==> src/rtl/message_reader.sv <==
// message_reader: walks the character ROM from address 0 and presents each
// byte on a valid/ready stream. After each accepted character it waits a
// programmable number of idle cycles. A 8'h00 byte ends the pass early.
// In loop mode the pass restarts at address 0 without returning to idle.
module message_reader #(
   parameter int MSG_LEN  = 16,
   parameter int TICK_DIV = 25_000_000
) (
   input  logic       clk,
   input  logic       reset,
   input  logic       start,
   input  logic       loop,
   output logic [3:0] addr,
   input  logic [7:0] rom_data,
   output logic [7:0] char_out,
   output logic       char_valid,
   input  logic       char_ready,
   output logic       busy,
   output logic       done
);

   // Tick counter runs 0..TICK_DIV-1 while pacing, so TICK_DIV cycles per gap.
   localparam int TW = $clog2(TICK_DIV + 1);
   localparam logic [TW-1:0] TICK_LAST = TW'(TICK_DIV - 1);
   localparam logic [3:0]    ADDR_LAST = 4'(MSG_LEN - 1);

   localparam logic [2:0] S_IDLE  = 3'd0;
   localparam logic [2:0] S_FETCH = 3'd1;
   localparam logic [2:0] S_SEND  = 3'd2;
   localparam logic [2:0] S_PACE  = 3'd3;
   localparam logic [2:0] S_END   = 3'd4;

   logic [2:0]    state_r;
   logic [2:0]    state_s;
   logic [3:0]    addr_r;
   logic [3:0]    addr_s;
   logic [7:0]    char_r;
   logic [7:0]    char_s;
   logic [TW-1:0] tick_r;
   logic [TW-1:0] tick_s;
   logic          valid_r;
   logic          busy_r;
   logic          done_r;

   assign addr       = addr_r;
   assign char_out   = char_r;
   assign char_valid = valid_r;
   assign busy       = busy_r;
   assign done       = done_r;

   // Next-state, address, character and tick counter computation.
   always_comb begin
      state_s = state_r;
      addr_s  = addr_r;
      char_s  = char_r;
      tick_s  = tick_r;
      case (state_r)
         S_IDLE: begin
            if (start) begin
               addr_s  = 4'd0;
               state_s = S_FETCH;
            end else begin
               state_s = S_IDLE;
            end
         end
         S_FETCH: begin
            // ROM output is combinational from addr, so latch it directly.
            char_s = rom_data;
            if (rom_data == 8'h00) begin
               state_s = S_END;
            end else begin
               state_s = S_SEND;
            end
         end
         S_SEND: begin
            // char_out is untouched here, so it stays stable under backpressure.
            if (char_ready) begin
               tick_s  = {TW{1'b0}};
               state_s = S_PACE;
            end else begin
               state_s = S_SEND;
            end
         end
         S_PACE: begin
            if (tick_r == TICK_LAST) begin
               tick_s = {TW{1'b0}};
               if (addr_r == ADDR_LAST) begin
                  state_s = S_END;
               end else begin
                  addr_s  = addr_r + 4'd1;
                  state_s = S_FETCH;
               end
            end else begin
               tick_s  = tick_r + TW'(1);
               state_s = S_PACE;
            end
         end
         S_END: begin
            if (loop) begin
               addr_s  = 4'd0;
               state_s = S_FETCH;
            end else begin
               // addr keeps its last value in idle.
               state_s = S_IDLE;
            end
         end
         default: begin
            state_s = S_IDLE;
         end
      endcase
   end

   // State registers; status outputs are registered decodes of the next state.
   always_ff @(posedge clk or posedge reset) begin
      if (reset) begin
         state_r <= S_IDLE;
         addr_r  <= 4'd0;
         char_r  <= 8'h00;
         tick_r  <= {TW{1'b0}};
         valid_r <= 1'b0;
         busy_r  <= 1'b0;
         done_r  <= 1'b0;
      end else begin
         state_r <= state_s;
         addr_r  <= addr_s;
         char_r  <= char_s;
         tick_r  <= tick_s;
         valid_r <= (state_s == S_SEND);
         busy_r  <= (state_s != S_IDLE);
         done_r  <= (state_s == S_END);
      end
   end

endmodule

==> config.mk <==
export PLATFORM = sky130hd
export DESIGN_NAME = message_reader
export DESIGN_NICKNAME = d
export VERILOG_FILES = /design/src/rtl/message_reader.sv
export SDC_FILE = /design/constraint.sdc
export NUM_CORES = 1
export LEC_CHECK = 0
export CAP_MARGIN = 20
export CORE_UTILIZATION = 60
export DETAILED_ROUTE_END_ITERATION = 12
export PLACE_DENSITY_LB_ADDON = 0.08
export SYNTH_ARGS = -nofsm -noshare
export SYNTH_HDL_FRONTEND = slang
export SYNTH_SLANG_ARGS = --single-unit
==> constraint.sdc <==
create_clock -name clk -period 6.3 [get_ports clk]
set_clock_uncertainty 0.2 [all_clocks]
set_input_delay 1.89 -clock clk [delete_from_list [all_inputs] [get_ports clk]]
set_output_delay 1.89 -clock clk [all_outputs]
set_load 0.005 [all_outputs]
# Yosys cells after proc, flatten, opt, wreduce, memory -nomap -nowiden
# Index checks and enable logic that the tools add are counted.
word_totals:
  inputBits: 13
  register_bits: 43
  out_inout_bits: 15
op_classes:
  add_sub_neg: 2
  muxes: 15
  n_reduce_logical: 7
  eq_ne: 13
op_table:
  columns: ["operator", "n"]
  rows:
  - ["25-bit 2-to-1 mux", 2]
  - ["25-bit one-hot mux with 2 select lines", 1]
  - ["25-bit by 1-bit adder with 25-bit output (second input constant)", 1]
  - ["25-bit == test (second input constant)", 1]
  - ["4-bit 2-to-1 mux", 4]
  - ["3-bit one-hot mux with 5 select lines", 1]
  - ["4-bit one-hot mux with 3 select lines", 1]
  - ["2-bit != test (second input constant)", 5]
  - ["3-bit by 2-bit == test with 1-bit output (second input constant)", 3]
  - ["3-bit 2-to-1 mux", 3]
  - ["8-bit logical NOT", 1]
  - ["3-bit == test (second input constant)", 2]
  - ["3-bit nonzero test", 2]
  - ["5-bit AND reduction", 1]
  - ["4-bit by 1-bit adder with 4-bit output (second input constant)", 1]
  - ["4-bit == test (second input constant)", 1]
  - ["3-bit by 1-bit == test with 1-bit output (second input constant)", 1]
  - ["3-bit logical NOT", 1]
  - ["1-bit 2-to-1 mux", 3]
  - ["2-bit AND reduction", 1]
  - ["2-bit nonzero test", 1]

# Depth between registers and ports, before layout
# Gate-level depths: netlist (run 1).
logic_depth:
  depth_word: 5
  mapped_depth: 7
  ltp_nobuf: 6

# Worst setup path before layout (run 1)
# OpenSTA, ideal clock, no wires.
synth_path:
  path_type: "input to register"
  start: "input port rom_data[7]"
  end: "register valid_r, in the netlist char_valid"
  arrival_time_ps: 2609
  stages: 5
  required_time_ps: 5980
  slack_ps: 3371
  n_path_buf: 0
  cell_sequence: "nor4_1 -> nand2_1 -> nand3_1 -> o21ai_0 -> and3b_1"
synth_between:
  elab_chain_len: 4
synth_lines:
  columns: ["item", "line", "rtl"]
  rows:
  - ["start, declared", "14", "input logic [7:0] rom_data,"]
  - ["8-bit logical NOT", "69", "if (rom_data == 8'h00) begin"]
  - ["3-bit 2-to-1 mux", "69", null]
  - ["3-bit one-hot mux with 5 select lines", "57", "case (state_r)"]
  - ["3-bit by 2-bit == test with 1-bit output", "128", "valid_r <= (state_s == S_SEND);"]
  - ["end signal, assigned", "128", null]
  - ["end, declared", "41", "logic valid_r;"]
# No other way between the ends.
# A chain may end at the register's enable or synchronous reset.

# Worst setup path in the final report (run 1)
layout_path:
  start: "register addr_r[0], in the netlist addr[0]"
  end: "output port addr[0]"
layout_rtl:
  columns: ["item", "line", "rtl"]
  rows:
  - ["start, declared", "35", "logic [3:0] addr_r;"]
  - ["start signal, assigned", "125", "addr_r <= addr_s;"]
  - ["end, declared", "13", "output logic [3:0] addr,"]
# No word-level cell between the ends.

==> results by group, run 1 <==
Worst hold path
  • Hold crit path type: reg -> reg
  • Hold Path Origin: tick_r[23]$_DFFE_PP0P_

Place
  • Hpwl dp: 3.42 mm
  • Placed Area: 0.00262 sq mm
  • Place WS: 2.76 ns
  • Placed insts: 304
  • I/O Buffers: 27
  • Gpl congestion: 0.828

GRT
  • Initial antenna violation count: 0
  • Pin count of the biggest net entering global routing: 44
  • First-pass GRT wire length: 8.38 mm
  • GRT Total Usage: 26.3%
  • Total grt overflow: 0
  • Vias in the first global route: 1804

Synth
  • Mapped Nets: 253
  • Area leader, netlist: dfrtp_1
  • Syn Std Cell Area: 0.00234 sq mm
  • Sequential cell area fraction in the yosys report: 46.1%
  • Synth Area in Compound Gates: 18.4%
  • Number of synthesized flops with an enable pin: 0
  • Syn_area_per_cell: 9.82 sq um
  • Top cells by area, synth: dfrtp_1 (46%), mux2_2 (4.8%), a31oi_1 (4.3%)
  • Ys async rst share: 100%
  • Distinct cell type count after synthesis: 49
  • Largest family of logic cells by synthesized area: simple AND/OR/NAND/NOR gates
  • Post-synth top cells: dfrtp_1 (43), nand2_1 (24), o21ai_0 (18), a31oi_1 (16), nand3_1 (15)
  • Synth Area in Simple Gates: 23.5%
  • #FFs+latches synth: 43
  • Top cell type's share of synthesized area: 46.1%
  • Mux contribution to synthesized area: 5.68%
  • Xor/xnor share of the synthesized area: 1.12%
  • Adder-cell area share of the yosys netlist: 1.07%
  • Synth Warn #: 0
  • Ys flop type: dfrtp_1
  • Count leader, synth: dfrtp_1
  • Synthesized instance count: 238

Route
  • Drt first-iter violations: 138
  • Drt pass-1 iters: 4
  • Antenna viol nets, final: 0
  • Post-Route WL: 4.92 mm
  • Vias post-DR: 1958
  • Vias per inst: 6.32
  • DR WL/cell: 15.9 microns
  • # DRC: 0

Finish
  • Diode count: 0
  • Non-filler cells, final: 310
  • Finished Cell Area: 0.00269 sq mm
  • Synthesis-to-layout area growth: 15.2%
  • Fillers: 288
  • Share of cells above drive strength 1: 9.92%
  • # nets final: 278

Worst setup path
  • CP top delay family: buffers and inverters
  • Critical path's slowest cell: clkdlybuf4s50_1
  • Critical setup path kind: reg -> out
  • Max incr delay on CP: 0.53 ns
  • Worst path cell trace: clkdlybuf4s50_1
  • Critical path buffer and inverter count: 1
  • CP required: 4.21 ns
  • Crit Path Max Fanout: 5
  • Worst setup startpoint: addr[0]$_DFFE_PP0P_
  • Critical Path End Type: output pin
  • WP data arrival: 1.26 ns
  • Worst reg2reg startpoint: state_r[1]$_DFF_PP0_
  • Startpoint Class: register

Pwr
  • Pwr dens: 342 mW/mm^2
  • Leak: 1.13 nW
  • Peak VDD IR: 0.205 mV

Floorplan
  • IO Pins: 28
  • Row cnt: 22
  • Die X: 64.4 microns
  • Area of the core: 0.00369 sq mm
  • Die H: 64.4 microns
  • Initial Utilization: 63.3%
  • Die ar.: 0.00415 sq mm

Clock network
  • PostCTS Resize Cnt: 0
  • Worst skew pair latency: 0.29 ns
  • Worst-path clk slew: 0.08 ns
  • CTS Root Cell: clkbuf_8
  • CTS tree: done
  • Post-CTS setup buffer count: 0
  • Total CTS buffers: 5
  • Hold-fix buffers, CTS: 0
  • Clock Path Buffers: 2
  • Clk sink count: 43
  • Htree depth: 2

Timing
  • Period utilization: 53.1%
  • Tmin final: 3.35 ns
  • Measured slew at the worst slew-check pin: 1.02 ns
  • RSZ-0062 raised after global routing: no
  • Final worst slack: 2.95 ns
  • Setup TNS: 0 ns
  • Relative slew slack: 31.8%
  • Achievable Freq: 299 MHz
  • Final setup fails: 0
  • Fin. max-slew vios: 0
  • Hold Vio Cnt, Final: 0

Status
  • Status: completed

Flow run
  • Max Cap Viol: 0
==> kinds of logic (layout without fill, tap and decap cells) <==
| kind of cell | count (synthesis) | count (layout) |
|---|---|---|
| xor gates and xnor gates | 3 | 3 |
| AOI/OAI and AO/OA | 67 | 67 |
| and+or+nand+nor | 91 | 91 |
| muxes | 12 | 12 |
| DFF | 43 | 43 |
| buffers and inverters | 20 | 44 |
| adders and majority gates | 2 | 2 |
==> report_power, final <==
| group | leakage [nW] | switching, W | internal [W] |
|---|---|---|---|
| Combinational | 0.531 | 0.000174 | 0.000160 |
| Clock | 0.0371 | 0.0000889 | 0.0000740 |
| Sequential | 0.561 | 0.0000805 | 0.000343 |
| Total | 1.13 | 0.000343 | 0.000578 |
==> registers in the layout, summed over array words and instances (netlist names) <==
name        count
busy            1
addr            4
state_r         3
done            1
char_out        8
tick_r         25
char_valid      1
==> routing by layer <==
metal  track usage (%)  share of wire, %  wire length (microns)  vias to the layer above
met5                 0                 0                      0                        -
met4              10.8               1.0                     51                        0
li1                  -                 -                      -                      945
met3              4.11               4.6                    226                        5
met1              37.6                49                   2390                      955
met2              39.7                46                   2250                       53
==> cells in the final DEF, fill, tap and decap left out, types with 8 or more instances in the layout <==
cell,synthesis,final
nand3_1,15,15
nand2_1,24,24
nand4_1,9,9
clkdlybuf4s50_1,0,27
a31oi_1,16,16
dfrtp_1,43,43
mux2_2,10,10
inv_1,9,8
o21ai_0,18,18
a21oi_1,11,11
nor2_1,10,10
==> area by class of cell <==
cell class	instances	area (sq um)	area share, %
Clock buffer	6	72.6	2.70
Inverter	9	33.8	1.26
Tap cell	48	60.1	2.23
Sequential cell	43	1080	40.0
Multi-Input combinational cell	175	1160	43.2
Timing Repair Buffer	29	285	10.6
==> worst paths after layout <==
check	depth (start not counted)	end	slack, ns
worst max-delay path	1	addr[0]	2.95
worst min-delay path	1	tick_r[23]$_DFFE_PP0P_	0.31
worst max register to register	5	tick_r[8]$_DFFE_PP0P_	3.62
worst min register to register	1	tick_r[23]$_DFFE_PP0P_	0.31
max in group asynchronous	3	tick_r[5]$_DFFE_PP0P_	3.47
min in group asynchronous	2	tick_r[16]$_DFFE_PP0P_	1.71
==> metrics by stage <==
step	hold WS, ns	total power (W)	utilization [%]
6_report	0.311	0.000921	72.9
5_1_grt	0.321	0.000978	72.9
4_1_cts	0.306	0.000920	72.9
3_5_place_dp	0.296	0.000758	71.0
3_3_place_gp	0.288	0.000749	71.0
2_1_floorplan	0.265	0.000652	-
(Power assumes the default switching activity.)
==> run 2, diff against run 1 <==
Settings changed: CORE_UTILIZATION 60 to 50.
Clock period 6.3 ns to 2.72 ns, I/O delays scaled along.
==> run 2 against run 1 <==
  * Critical endpoint is now tick_r[21]$_DFFE_PP0P_
  * Hold slack lost 0.0016 ns
  * Cell count grew 2.6%
  * Sequential power grew 130%
  * Die area grew 19%
  * Core utilization shrank 10 points
  * Via count shrank 1.8%
  * Combinational power grew 140%
  * Register-to-register slack lost 3.2 ns
==> results by group, run 2 (synthesis results as in run 1) <==
Status
  • Status: completed

Pwr
  • Flop pwr share: 42.8%
  • Switching share of total power: 34.8%
  • Net switching power: 0.000791 W
  • Pwr Total: 0.00227 W
  • Clock share of power: 22.5%
  • Comb pwr share: 34.7%
  • Pwr dens: 822 mW/mm^2
  • Peak VDD IR: 0.469 mV
  • Leak: 1.17 nW
  • Int Pwr: 0.00148 W

Floorplan
  • Initial Utilization: 52.9%
  • IO Pins: 28
  • Die ar.: 0.00495 sq mm
  • Row cnt: 24
  • Die H: 70.4 microns
  • Die X: 70.4 microns
  • Area of the core: 0.00441 sq mm

Timing
  • RSZ-0062 raised after global routing: no
  • Final setup fails: 0
  • Setup TNS: 0 ns
  • Fin. max-slew vios: 0
  • Tmin final: 2.26 ns
  • Achievable Freq: 443 MHz
  • Hold Vio Cnt, Final: 0
  • Measured slew at the worst slew-check pin: 0.683 ns
  • Period utilization: 83.0%
  • Relative slew slack: 54.3%

GRT
  • GRT Total Usage: 21.4%
  • Initial antenna violation count: 0
  • First-pass GRT wire length: 8.32 mm
  • Total grt overflow: 0
  • Pin count of the biggest net entering global routing: 31
  • Vias in the first global route: 1729

Finish
  • Max reg flops: 25
  • Most frequent cells in the layout: dfrtp_1 (43), clkdlybuf4s50_1 (27), nand2_1 (24)
  • # nets final: 280
  • Fillers: 376
  • Most common cell after layout, fill and taps aside: dfrtp_1
  • Biggest register: tick_r
  • Diode count: 0
  • Synthesis-to-layout area growth: 18.5%
  • Finished Cell Area: 0.00277 sq mm
  • Share of cells above drive strength 1: 11.7%

Route
  • # DRC: 0
  • DR WL/cell: 15.1 microns
  • Antenna viol nets, final: 0
  • Vias per inst: 6.04
  • Post-Route WL: 4.81 mm
  • Vias post-DR: 1922
  • Drt first-iter violations: 110
  • Drt pass-1 iters: 4

Clock network
  • Post-CTS setup buffer count: 0
  • Worst-path clk slew: 0.08 ns
  • Htree depth: 2
  • CTS Root Cell: clkbuf_8
  • Worst skew pair latency: 0.30 ns
  • CTS tree: done
  • Total CTS buffers: 5
  • Clk sink count: 43
  • PostCTS Resize Cnt: 0
  • Hold-fix buffers, CTS: 0
  • Clock Path Buffers: 2

Place
  • Placed Area: 0.00265 sq mm
  • Gpl congestion: 0.773
  • I/O Buffers: 27
  • Hpwl dp: 3.38 mm

Worst setup path
  • Critical setup path kind: reg -> reg
  • CP required: 2.68 ns
  • Startpoint Class: register
  • Critical Path End Type: register
  • WP data arrival: 2.22 ns
  • Crit Path Max Fanout: 27

Flow run
  • Max Cap Viol: 0

Worst hold path
  • Hold crit path type: reg -> reg
==> run 2: worst max-delay path: stages (launching register included) <==
cell,delay [ns]
dfrtp_1,0.42
ha_1,0.28
nand4_4,0.18
nor4_4,0.45
a21oi_4,0.09
buf_4,0.23
a41oi_1,0.21
a31oi_1,0.05
==> run 2: final cells by class <==
type | instances | area, sq um | area share (%)
Multi-Input combinational cell | 175 | 1160 | 42.0
Clock buffer | 6 | 82.6 | 2.98
Inverter | 9 | 33.8 | 1.22
Timing Repair Buffer | 31 | 313 | 11.3
Sequential cell | 43 | 1080 | 38.9
Clock inverter | 2 | 35.0 | 1.27
Tap cell | 52 | 65.1 | 2.35
==> run 2: layer usage <==
metal  GRT usage [%]  share of wire (%)
met4            6.67                1.0
met3            4.91                3.1
met1            30.5                 50
met2            32.3                 46
met5               0                  0
==> run 2: path summary, 6_finish.rpt <==
kind / startpoint / cells after the start / slack, ns / endpoint
max: tick_r[1]$_DFFE_PP0P_ / 7 / 0.46 / tick_r[21]$_DFFE_PP0P_
min: char_out[0]$_DFFE_PP0P_ / 1 / 0.31 / char_out[0]$_DFFE_PP0P_
max reg2reg: tick_r[1]$_DFFE_PP0P_ / 7 / 0.46 / tick_r[21]$_DFFE_PP0P_
min reg2reg: char_out[0]$_DFFE_PP0P_ / 1 / 0.31 / char_out[0]$_DFFE_PP0P_
max in group asynchronous: reset / 3 / 1.22 / tick_r[6]$_DFFE_PP0P_
min in group asynchronous: reset / 2 / 0.60 / char_valid$_DFF_PP0_
==> run 2: through the flow <==
step	util, %	hold slack, ns	cells	setup slack (ns)
final	62.7	0.310	318	0.463
after global routing	62.7	0.329	318	0.261
after CTS	62.7	0.310	318	0.455
after detailed placement	60.0	0.296	310	0.234
after global placement	60.0	0.293	310	0.248
after floorplan	-	0.265	238	0.701
==> run 2: power by group through the flow <==
stage	combinational (W)	sequential, W	clock (W)
after floorplan	0.000587	0.000923	0
after global placement	0.000785	0.000978	0
after detailed placement	0.000794	0.000983	0
after CTS	0.000796	0.000970	0.000526
after global routing	0.000877	0.00101	0.000553
final	0.000788	0.000974	0.000512
==> run 3, diff against run 2 <==
Clock period 2.72 ns to 2 ns, I/O delays scaled along.
==> run 3 against run 2 <==
  * Global-route usage is 1.0 points higher
  * Sequential power increased by 32%
  * Via count up 8.7%
  * Largest cell class unchanged
  * Count of clock-buffer cells in the layout grew 1
  * Register-to-register slack worse by 0.41 ns
  * Setup slack worse by 0.43 ns
==> results by group, run 3 (synthesis results as in run 1) <==
Worst hold path
  • Hold crit path type: reg -> reg
  • Hold Crit Depth: 1
  • Hold Path End: char_out[7]$_DFFE_PP0P_
  • Hold Path Origin: char_out[7]$_DFFE_PP0P_

Timing
  • Achievable Freq: 508 MHz
  • Final setup fails: 0
  • Setup TNS: 0 ns
  • Fin. max-slew vios: 0
  • Measured slew at the worst slew-check pin: 0.512 ns
  • Hold slack: 0.311 ns
  • Tmin final: 1.97 ns
  • Hold Vio Cnt, Final: 0
  • Period utilization: 98.3%
  • Relative slew slack: 65.9%
  • RSZ-0062 raised after global routing: yes

Clock network
  • Worst skew pair latency: 0.30 ns
  • Clock Path Buffers: 2
  • Worst-path clk slew: 0.08 ns
  • Hold-fix buffers, CTS: 0
  • CTS Root Cell: clkbuf_8
  • Clk sink count: 43
  • Htree depth: 2
  • Total CTS buffers: 5
  • CTS tree: done

GRT
  • First-pass GRT wire length: 8.85 mm
  • Total grt overflow: 0
  • Vias in the first global route: 1883
  • Initial antenna violation count: 0
  • Pin count of the biggest net entering global routing: 29
  • GRT Total Usage: 22.4%

Place
  • Placed insts: 335
  • Hpwl dp: 3.57 mm
  • I/O Buffers: 27
  • Gpl congestion: 0.871

Pwr
  • Peak VDD IR: 0.747 mV
  • Int Pwr: 0.00207 W
  • Net switching power: 0.00118 W
  • Flop pwr share: 39.7%
  • Comb pwr share: 43.8%
  • Pwr dens: 1040 mW/mm^2
  • Switching share of total power: 36.3%
  • Clock share of power: 16.5%
  • Leak: 1.41 nW

Worst setup path
  • CP top delay family: buffers and inverters
  • CP required: 1.20 ns
  • Critical path buffer and inverter count: 1
  • WP data arrival: 1.17 ns
  • Crit Path Max Fanout: 2
  • Max incr delay on CP: 0.50 ns
  • Reg2reg path depth: 5
  • Critical path depth: 1
  • Startpoint Class: register
  • Critical path's slowest cell: clkdlybuf4s50_1
  • Worst setup startpoint: addr[3]$_DFFE_PP0P_
  • Worst path cell trace: clkdlybuf4s50_1
  • Internal reg-to-reg setup slack: 0.05 ns
  • Critical Path End Type: output pin
  • Worst reg2reg startpoint: tick_r[17]$_DFFE_PP0P_
  • FF-to-FF End: addr[0]$_DFFE_PP0P_
  • Critical setup path kind: reg -> out

Finish
  • Fillers: 336
  • Max reg flops: 25
  • Share of cells above drive strength 1: 27.7%
  • Most frequent cells in the layout: buf_4 (42), dfrtp_1 (41), clkdlybuf4s50_1 (24)
  • Area of the multi-input gates: 0.00124 sq mm
  • Most common cell after layout, fill and taps aside: buf_4
  • Diode count: 0
  • Synthesis-to-layout area growth: 34.1%
  • Biggest register: tick_r
  • # nets final: 321
  • Non-filler cells, final: 359
  • Sequential Area: 0.00108 sq mm

Route
  • # DRC: 0
  • Post-Route WL: 5.41 mm
  • Drt first-iter violations: 139
  • Drt pass-1 iters: 4
  • DR WL/cell: 15.1 microns
  • Vias post-DR: 2090
  • Vias per inst: 5.82
  • Antenna viol nets, final: 0

Floorplan
  • Initial Utilization: 52.9%
  • Row cnt: 24
  • IO Pins: 28
  • Die H: 70.4 microns
  • Die ar.: 0.00495 sq mm
  • Area of the core: 0.00441 sq mm
  • Die X: 70.4 microns

Flow run
  • Max Cap Viol: 0

Status
  • Status: completed
==> run 3: cell count changes in the layout (fill, tap and decap cells not counted), sizes merged <==
cell           before  now
dlymetal6s2s        0    3
clkdlybuf4s50      27   24
bufinv              1    0
clkbuf              6    7
buf                 4   45
==> run 3: how the worst max path moves through the flow <==
| stage | to | slack (ns) |
|---|---|---|
| 4_1_cts | tick_r[3]$_DFFE_PP0P_ | 0.00002 |
| 3_5_place_dp | char_valid$_DFF_PP0_ | -0.28 |
| 5_1_grt | addr[0]$_DFFE_PP0P_ | -0.06 |
| 6_report | addr[3] | 0.03 |
| 2_1_floorplan | tick_r[0]$_DFFE_PP0P_ | 0.08 |
| 3_3_place_gp | char_valid$_DFF_PP0_ | -0.27 |
==> run 3: power groups by stage <==
stage | logic (W) | clock network [W] | registers [W]
6_report | 0.00142 | 0.000535 | 0.00129
4_1_cts | 0.00135 | 0.000542 | 0.00127
3_3_place_gp | 0.00128 | 0 | 0.00128
3_5_place_dp | 0.00130 | 0 | 0.00128
2_1_floorplan | 0.000798 | 0 | 0.00126
5_1_grt | 0.00155 | 0.000585 | 0.00132
==> run 3: area by class of cell <==
class,instances,share of cell area [%]
multi-input cells,175,39.5
flip-flops and latches,43,34.4
repair buffers,72,20.3
clock inverters,1,0.160
well taps,52,2.08
clock buffers,7,2.44
inverters,9,1.08
==> run 3: metal layers <==
metal / GRT usage (%) / wire length, microns / vias up
met2: 33.7 / 2450 / 41
met1: 32.8 / 2680 / 1011
met3: 4.76 / 209 / 10
met5: 0 / 0 / -
met4: 5.78 / 70 / 0
li1: - / - / 1028
==> run 3: timing repair <==
action                                  4_1_cts  5_1_grt
cloned                                        0        0
pin swaps                                     4       10
buffers inserted                              9        7
endpoints found under the setup margin        8       35
gates resized for setup                       2       19
==> run 3: metrics by stage <==
step / util [%] / power, W / setup WS (ns) / cell area, sq um
2_1_floorplan: - / 0.00205 / 0.0839 / 2340
3_3_place_gp: 64.3 / 0.00256 / -0.274 / 2840
3_5_place_dp: 64.3 / 0.00258 / -0.284 / 2840
4_1_cts: 67.9 / 0.00316 / 0.0000233 / 3000
5_1_grt: 71.0 / 0.00345 / -0.0561 / 3130
6_report: 71.0 / 0.00324 / 0.0333 / 3130
